### src/rtl/mem_bus_arbiter.sv
// Arbiter for the shared 8-bit memory bus: fetch (read-only) and execute (read/write) ports,
// registered request/ready handshakes, and a fetch-owned bus lock with an idle timeout.
module mem_bus_arbiter #(
    parameter bit          EXEC_FIRST   = 1'b1,
    parameter int unsigned LOCK_TIMEOUT = 8
) (
    input  logic       clk,
    input  logic       rst,
    input  logic       f_req,
    input  logic [7:0] f_addr,
    input  logic       f_lock,
    output logic       f_ready,
    output logic [7:0] f_rdata,
    input  logic       e_req,
    input  logic [7:0] e_addr,
    input  logic       e_we,
    input  logic [7:0] e_wdata,
    output logic       e_ready,
    output logic [7:0] e_rdata,
    output logic       mem_req,
    output logic [7:0] mem_addr,
    output logic       mem_we,
    output logic       mem_oe,
    output logic [7:0] mem_wdata,
    input  logic [7:0] mem_rdata,
    input  logic       mem_ready,
    output logic [1:0] owner
);
    typedef enum logic [1:0] {
        IDLE = 2'd0,
        BUSY = 2'd1,
        DONE = 2'd2
    } state_t;

    localparam logic [1:0] OWN_NONE = 2'b00;
    localparam logic [1:0] OWN_F    = 2'b01;
    localparam logic [1:0] OWN_E    = 2'b10;
    localparam logic [7:0] TMO_LAST = 8'(LOCK_TIMEOUT - 1);

    state_t     state_q, state_d;
    logic [1:0] owner_q, owner_d;
    logic       lock_q, lock_d;
    logic       lock_at_grant_q, lock_at_grant_d;
    logic [7:0] tmo_q, tmo_d;
    logic       mem_req_q, mem_req_d;
    logic       mem_we_q, mem_we_d;
    logic       mem_oe_q, mem_oe_d;
    logic [7:0] mem_addr_q, mem_addr_d;
    logic [7:0] mem_wdata_q, mem_wdata_d;
    logic       f_ready_q, f_ready_d;
    logic       e_ready_q, e_ready_d;
    logic [7:0] f_rdata_q, f_rdata_d;
    logic [7:0] e_rdata_q, e_rdata_d;
    logic       grant_f_s, grant_e_s;

    // IDLE-cycle arbitration; a held lock shuts execute out entirely.
    assign grant_f_s = f_req && (lock_q || !e_req || !EXEC_FIRST);
    assign grant_e_s = e_req && !lock_q && (!f_req || EXEC_FIRST);

    // State and output registers with synchronous active-low reset.
    always_ff @(posedge clk) begin
        if (!rst) begin
            state_q         <= IDLE;
            owner_q         <= OWN_NONE;
            lock_q          <= 1'b0;
            lock_at_grant_q <= 1'b0;
            tmo_q           <= 8'd0;
            mem_req_q       <= 1'b0;
            mem_we_q        <= 1'b0;
            mem_oe_q        <= 1'b0;
            mem_addr_q      <= 8'd0;
            mem_wdata_q     <= 8'd0;
            f_ready_q       <= 1'b0;
            e_ready_q       <= 1'b0;
            f_rdata_q       <= 8'd0;
            e_rdata_q       <= 8'd0;
        end else begin
            state_q         <= state_d;
            owner_q         <= owner_d;
            lock_q          <= lock_d;
            lock_at_grant_q <= lock_at_grant_d;
            tmo_q           <= tmo_d;
            mem_req_q       <= mem_req_d;
            mem_we_q        <= mem_we_d;
            mem_oe_q        <= mem_oe_d;
            mem_addr_q      <= mem_addr_d;
            mem_wdata_q     <= mem_wdata_d;
            f_ready_q       <= f_ready_d;
            e_ready_q       <= e_ready_d;
            f_rdata_q       <= f_rdata_d;
            e_rdata_q       <= e_rdata_d;
        end
    end

    // Next-state and next-output logic for the IDLE/BUSY/DONE beat sequence.
    always_comb begin
        state_d         = state_q;
        owner_d         = owner_q;
        lock_d          = lock_q;
        lock_at_grant_d = lock_at_grant_q;
        tmo_d           = tmo_q;
        mem_req_d       = mem_req_q;
        mem_we_d        = mem_we_q;
        mem_oe_d        = mem_oe_q;
        mem_addr_d      = mem_addr_q;
        mem_wdata_d     = mem_wdata_q;
        f_ready_d       = 1'b0;
        e_ready_d       = 1'b0;
        f_rdata_d       = f_rdata_q;
        e_rdata_d       = e_rdata_q;

        case (state_q)
            IDLE: begin
                if (grant_e_s) begin
                    state_d         = BUSY;
                    owner_d         = OWN_E;
                    lock_at_grant_d = 1'b0;
                    mem_req_d       = 1'b1;
                    mem_addr_d      = e_addr;
                    mem_we_d        = e_we;
                    mem_oe_d        = e_we;
                    mem_wdata_d     = e_wdata;
                end else if (grant_f_s) begin
                    state_d         = BUSY;
                    owner_d         = OWN_F;
                    lock_at_grant_d = f_lock;
                    tmo_d           = 8'd0;
                    mem_req_d       = 1'b1;
                    mem_addr_d      = f_addr;
                    mem_we_d        = 1'b0;
                    mem_oe_d        = 1'b0;
                    mem_wdata_d     = 8'd0;
                end else if (lock_q) begin
                    // Owner went quiet while holding the bus: count toward forced release.
                    if (tmo_q == TMO_LAST) begin
                        lock_d  = 1'b0;
                        tmo_d   = 8'd0;
                        owner_d = OWN_NONE;
                    end else begin
                        tmo_d = tmo_q + 8'd1;
                    end
                end else begin
                    state_d = IDLE;
                end
            end
            BUSY: begin
                if (mem_ready) begin
                    state_d   = DONE;
                    mem_req_d = 1'b0;
                    mem_we_d  = 1'b0;
                    mem_oe_d  = 1'b0;
                    if (owner_q == OWN_E) begin
                        e_ready_d = 1'b1;
                        if (!mem_we_q) begin
                            e_rdata_d = mem_rdata;
                        end else begin
                            e_rdata_d = e_rdata_q;
                        end
                    end else begin
                        f_ready_d = 1'b1;
                        f_rdata_d = mem_rdata;
                    end
                end else begin
                    state_d = BUSY;
                end
            end
            DONE: begin
                state_d = IDLE;
                lock_d  = (owner_q == OWN_F) && lock_at_grant_q;
                if ((owner_q == OWN_F) && lock_at_grant_q) begin
                    owner_d = OWN_F;
                end else begin
                    owner_d = OWN_NONE;
                end
            end
            default: begin
                state_d = IDLE;
            end
        endcase
    end

    assign f_ready   = f_ready_q;
    assign f_rdata   = f_rdata_q;
    assign e_ready   = e_ready_q;
    assign e_rdata   = e_rdata_q;
    assign mem_req   = mem_req_q;
    assign mem_addr  = mem_addr_q;
    assign mem_we    = mem_we_q;
    assign mem_oe    = mem_oe_q;
    assign mem_wdata = mem_wdata_q;
    assign owner     = owner_q;
endmodule

### config.mk
export PLATFORM = sky130hd
export DESIGN_NAME = mem_bus_arbiter
export DESIGN_NICKNAME = d
export VERILOG_FILES = /design/src/rtl/mem_bus_arbiter.sv
export SDC_FILE = /design/constraint.sdc
export NUM_CORES = 1
export LEC_CHECK = 0
export CELL_PAD_IN_SITES_DETAIL_PLACEMENT = 1
export CELL_PAD_IN_SITES_GLOBAL_PLACEMENT = 2
export CORE_ASPECT_RATIO = 0.75
export CORE_UTILIZATION = 25
export CTS_CLUSTER_SIZE = 30
export DETAILED_ROUTE_END_ITERATION = 7
export GPL_TIMING_DRIVEN = 0
export PLACE_DENSITY = 0.84
export SLEW_MARGIN = 5
export SYNTH_ARGS = -nofsm -noshare
export SYNTH_HDL_FRONTEND = slang
export SYNTH_SLANG_ARGS = --single-unit
### constraint.sdc
create_clock -name clk -period 2.1 [get_ports clk]
set_input_delay 0.315 -clock clk [delete_from_list [all_inputs] [get_ports clk]]
set_output_delay 0.315 -clock clk [all_outputs]
set_load 0.02 [all_outputs]
==> qor.yml <==
synth_warnings: 0
arrival_ps: 2100
wl_per_cell_um: 14.8
clock_skew_ps: 9.92
die_area_sq_um: 8510
antenna_found_initial: 0
clk_pin_slew_ps: 90
yosys.area.top_type_share_pct: 49.2
dieHeight_um: 80.1
synth.area.top_cells: "dfxtp_1 49%, mux2i_1 8.4%, nor2_1 6.8%"
drtIter0Drc: 81
outcome: "finished, final reports clean"
track_usage_pct: 14.4
n_fill_cell: 933
synth_edf_count: 0
use_met3_pct: 4.22
postCtsHoldBufs: 0
min_path_type: "reg2reg"
rows: 28
ys_ff_latch: 50
gr-total-overflow: 0
fin_crit_sh_pct: 90.4
core_sq_um: 7880
layout-drive-gt1-share_pct: 6.25
diodes: 0
hold_viol: 0
r2r_cells: 5
maxCapViolCount: 0
yosysMostFrequentCell: "dfxtp_1"
clock_sinks: 50
die_x_um: 106
num_io_pins: 78
required_ps: 2300
synthToLayoutAreaGrowth_pct: 50.2
dp_hpwl_um: 4570
slew_viol_final: 0
critPathKind: "reg2reg"
grt_util_met2_pct: 22.9
grt_pass1_wl_um: 9640
grt_pass1_vias: 1897
syn_area_sq_um: 2030
clk_latency_ps: 300
post_cts_buffers: 0
cts_resized: 0
p_total_mw: 2.15
vias: 1920
wirelength_um: 6030
hold_depth: 2
met1_usage_pct: 19.5
worst_pin_slew_ps: 744
yosysSeqAreaShare_pct: 49.2
first_pass_iters: 4
synth_common_cells: "50 x dfxtp_1, 37 x nor2_1, 25 x nand2_1"
start_util_pct: 25.8
port_buffers: 77
cts_buffer_depth: 2
ys_async_sr_fraction_pct: 0
cts_tree: "yes"
start_kind: "flop"
cts_max_level: 2
crit_fanout: 6
power_leakage_nw: 1.16
gp_congestion: 0.780
synthesis.nets: 259
multiInputGateArea_sq_um: 960
grt_setup_unrepaired: "false"
busiest_layer: "met2"
min_period_ps: 1900
cts_made_buffers: 5
ys_types: 44
register_area_sq_um: 1000
yosysTopAreaCell: "dfxtp_1"
vdd_drop_max_mv: 0.301
clock.fmax_mhz: 527
cts-root-buf: "clkbuf_8"
slew_headroom_pct: 50.2
synth_ff_type: "dfxtp_1"
fin_nets: 343
grt_max_degree: 18
antenna_left: 0
drcViolationCount: 0
crit_path_end_kind: "flop"
setup_violations: 0
power_density_nw_per_um2: 704
syn-instance-count: 219
vias_per_cell: 4.69
final_util_pct: 38.8
syn_avg_cell_area_sq_um: 9.29
critical path: stages, from the launching register on:
cell and delay (ps):
dfxtp_1 390, ha_1 240, nor4bb_1 500, a22oi_1 150, o21ai_2 320, o21ba_1 200
final timing paths:
check | startpoint | endpoint | slack, ps
worst max-delay path | tmo_q[0] | tmo_q[3] | 200
worst min-delay path | lock_at_grant_q | lock_at_grant_q | 470
worst max register to register | tmo_q[0] | tmo_q[3] | 200
worst min register to register | lock_at_grant_q | lock_at_grant_q | 470
metrics by stage:
stage | setup TNS, ps | instance area [sq um] | setup slack, ps | hold WS, ps | std cells
global placement | -592 | 2940 | -59.2 | 445 | 401
finish | 0 | 3060 | 202 | 468 | 409
detailed placement | -1150 | 2940 | -115 | 453 | 401
floorplan | 0 | 2030 | 478 | 430 | 219
global route | 0 | 3060 | 44.8 | 502 | 409
CTS | 0 | 3050 | 77.8 | 468 | 409
per-layer routing:
metal / share of wire, % / vias up
met5: 0 / -
li1: - / 947
met4: 0.27 / 0
met2: 44 / 61
met3: 7.5 / 2
met1: 48 / 910
layout make-up:
type,instances,area share (%)
clock buffers,5,2.25
repair buffers,77,25.2
well taps,105,4.30
clock inverters,3,1.56
multi-input cells,154,31.4
plain buffers,13,2.29
flip-flops and latches,50,32.7
inverters,2,0.246
flip-flops by register name, indices dropped and copies added (netlist names):
name / count
e_rdata: 8
f_rdata: 8
mem_addr: 8
mem_wdata: 8
tmo_q: 8
owner: 2
state_q: 2
e_ready: 1
f_ready: 1
lock_at_grant_q: 1
lock_q: 1
mem_oe: 1
mem_req: 1
power breakdown:
group | internal, mW | switching, mW | total (mW)
Combinational | 0.205 | 0.212 | 0.417
Sequential | 0.997 | 0.0300 | 1.03
Clock | 0.364 | 0.343 | 0.707
kinds of logic (layout without fill, tap and decap cells):
kind of cell | count (synthesis) | after routing | share of synthesized area [%]
buffers and inverters | 15 | 100 | 3.81
DFF | 50 | 50 | 49.2
muxes | 17 | 17 | 8.36
AOI/OAI and AO/OA | 43 | 43 | 15.4
adders and majority gates | 1 | 1 | 0.615
and+or+nand+nor | 90 | 90 | 21.3
xor gates and xnor gates | 3 | 3 | 1.29
placed cells by master (no fill, tap or decap), types with 6 or more instances in the layout:
cell type and count:
a311oi_1 8, clkdlybuf4s50_1 77, dfxtp_1 50, nand2_1 25, nor2_1 37, a21oi_1 9, clkbuf_1 6, mux2i_1 17
a22oi_1 9
No activity file was read; power rests on OpenSTA's default activity.
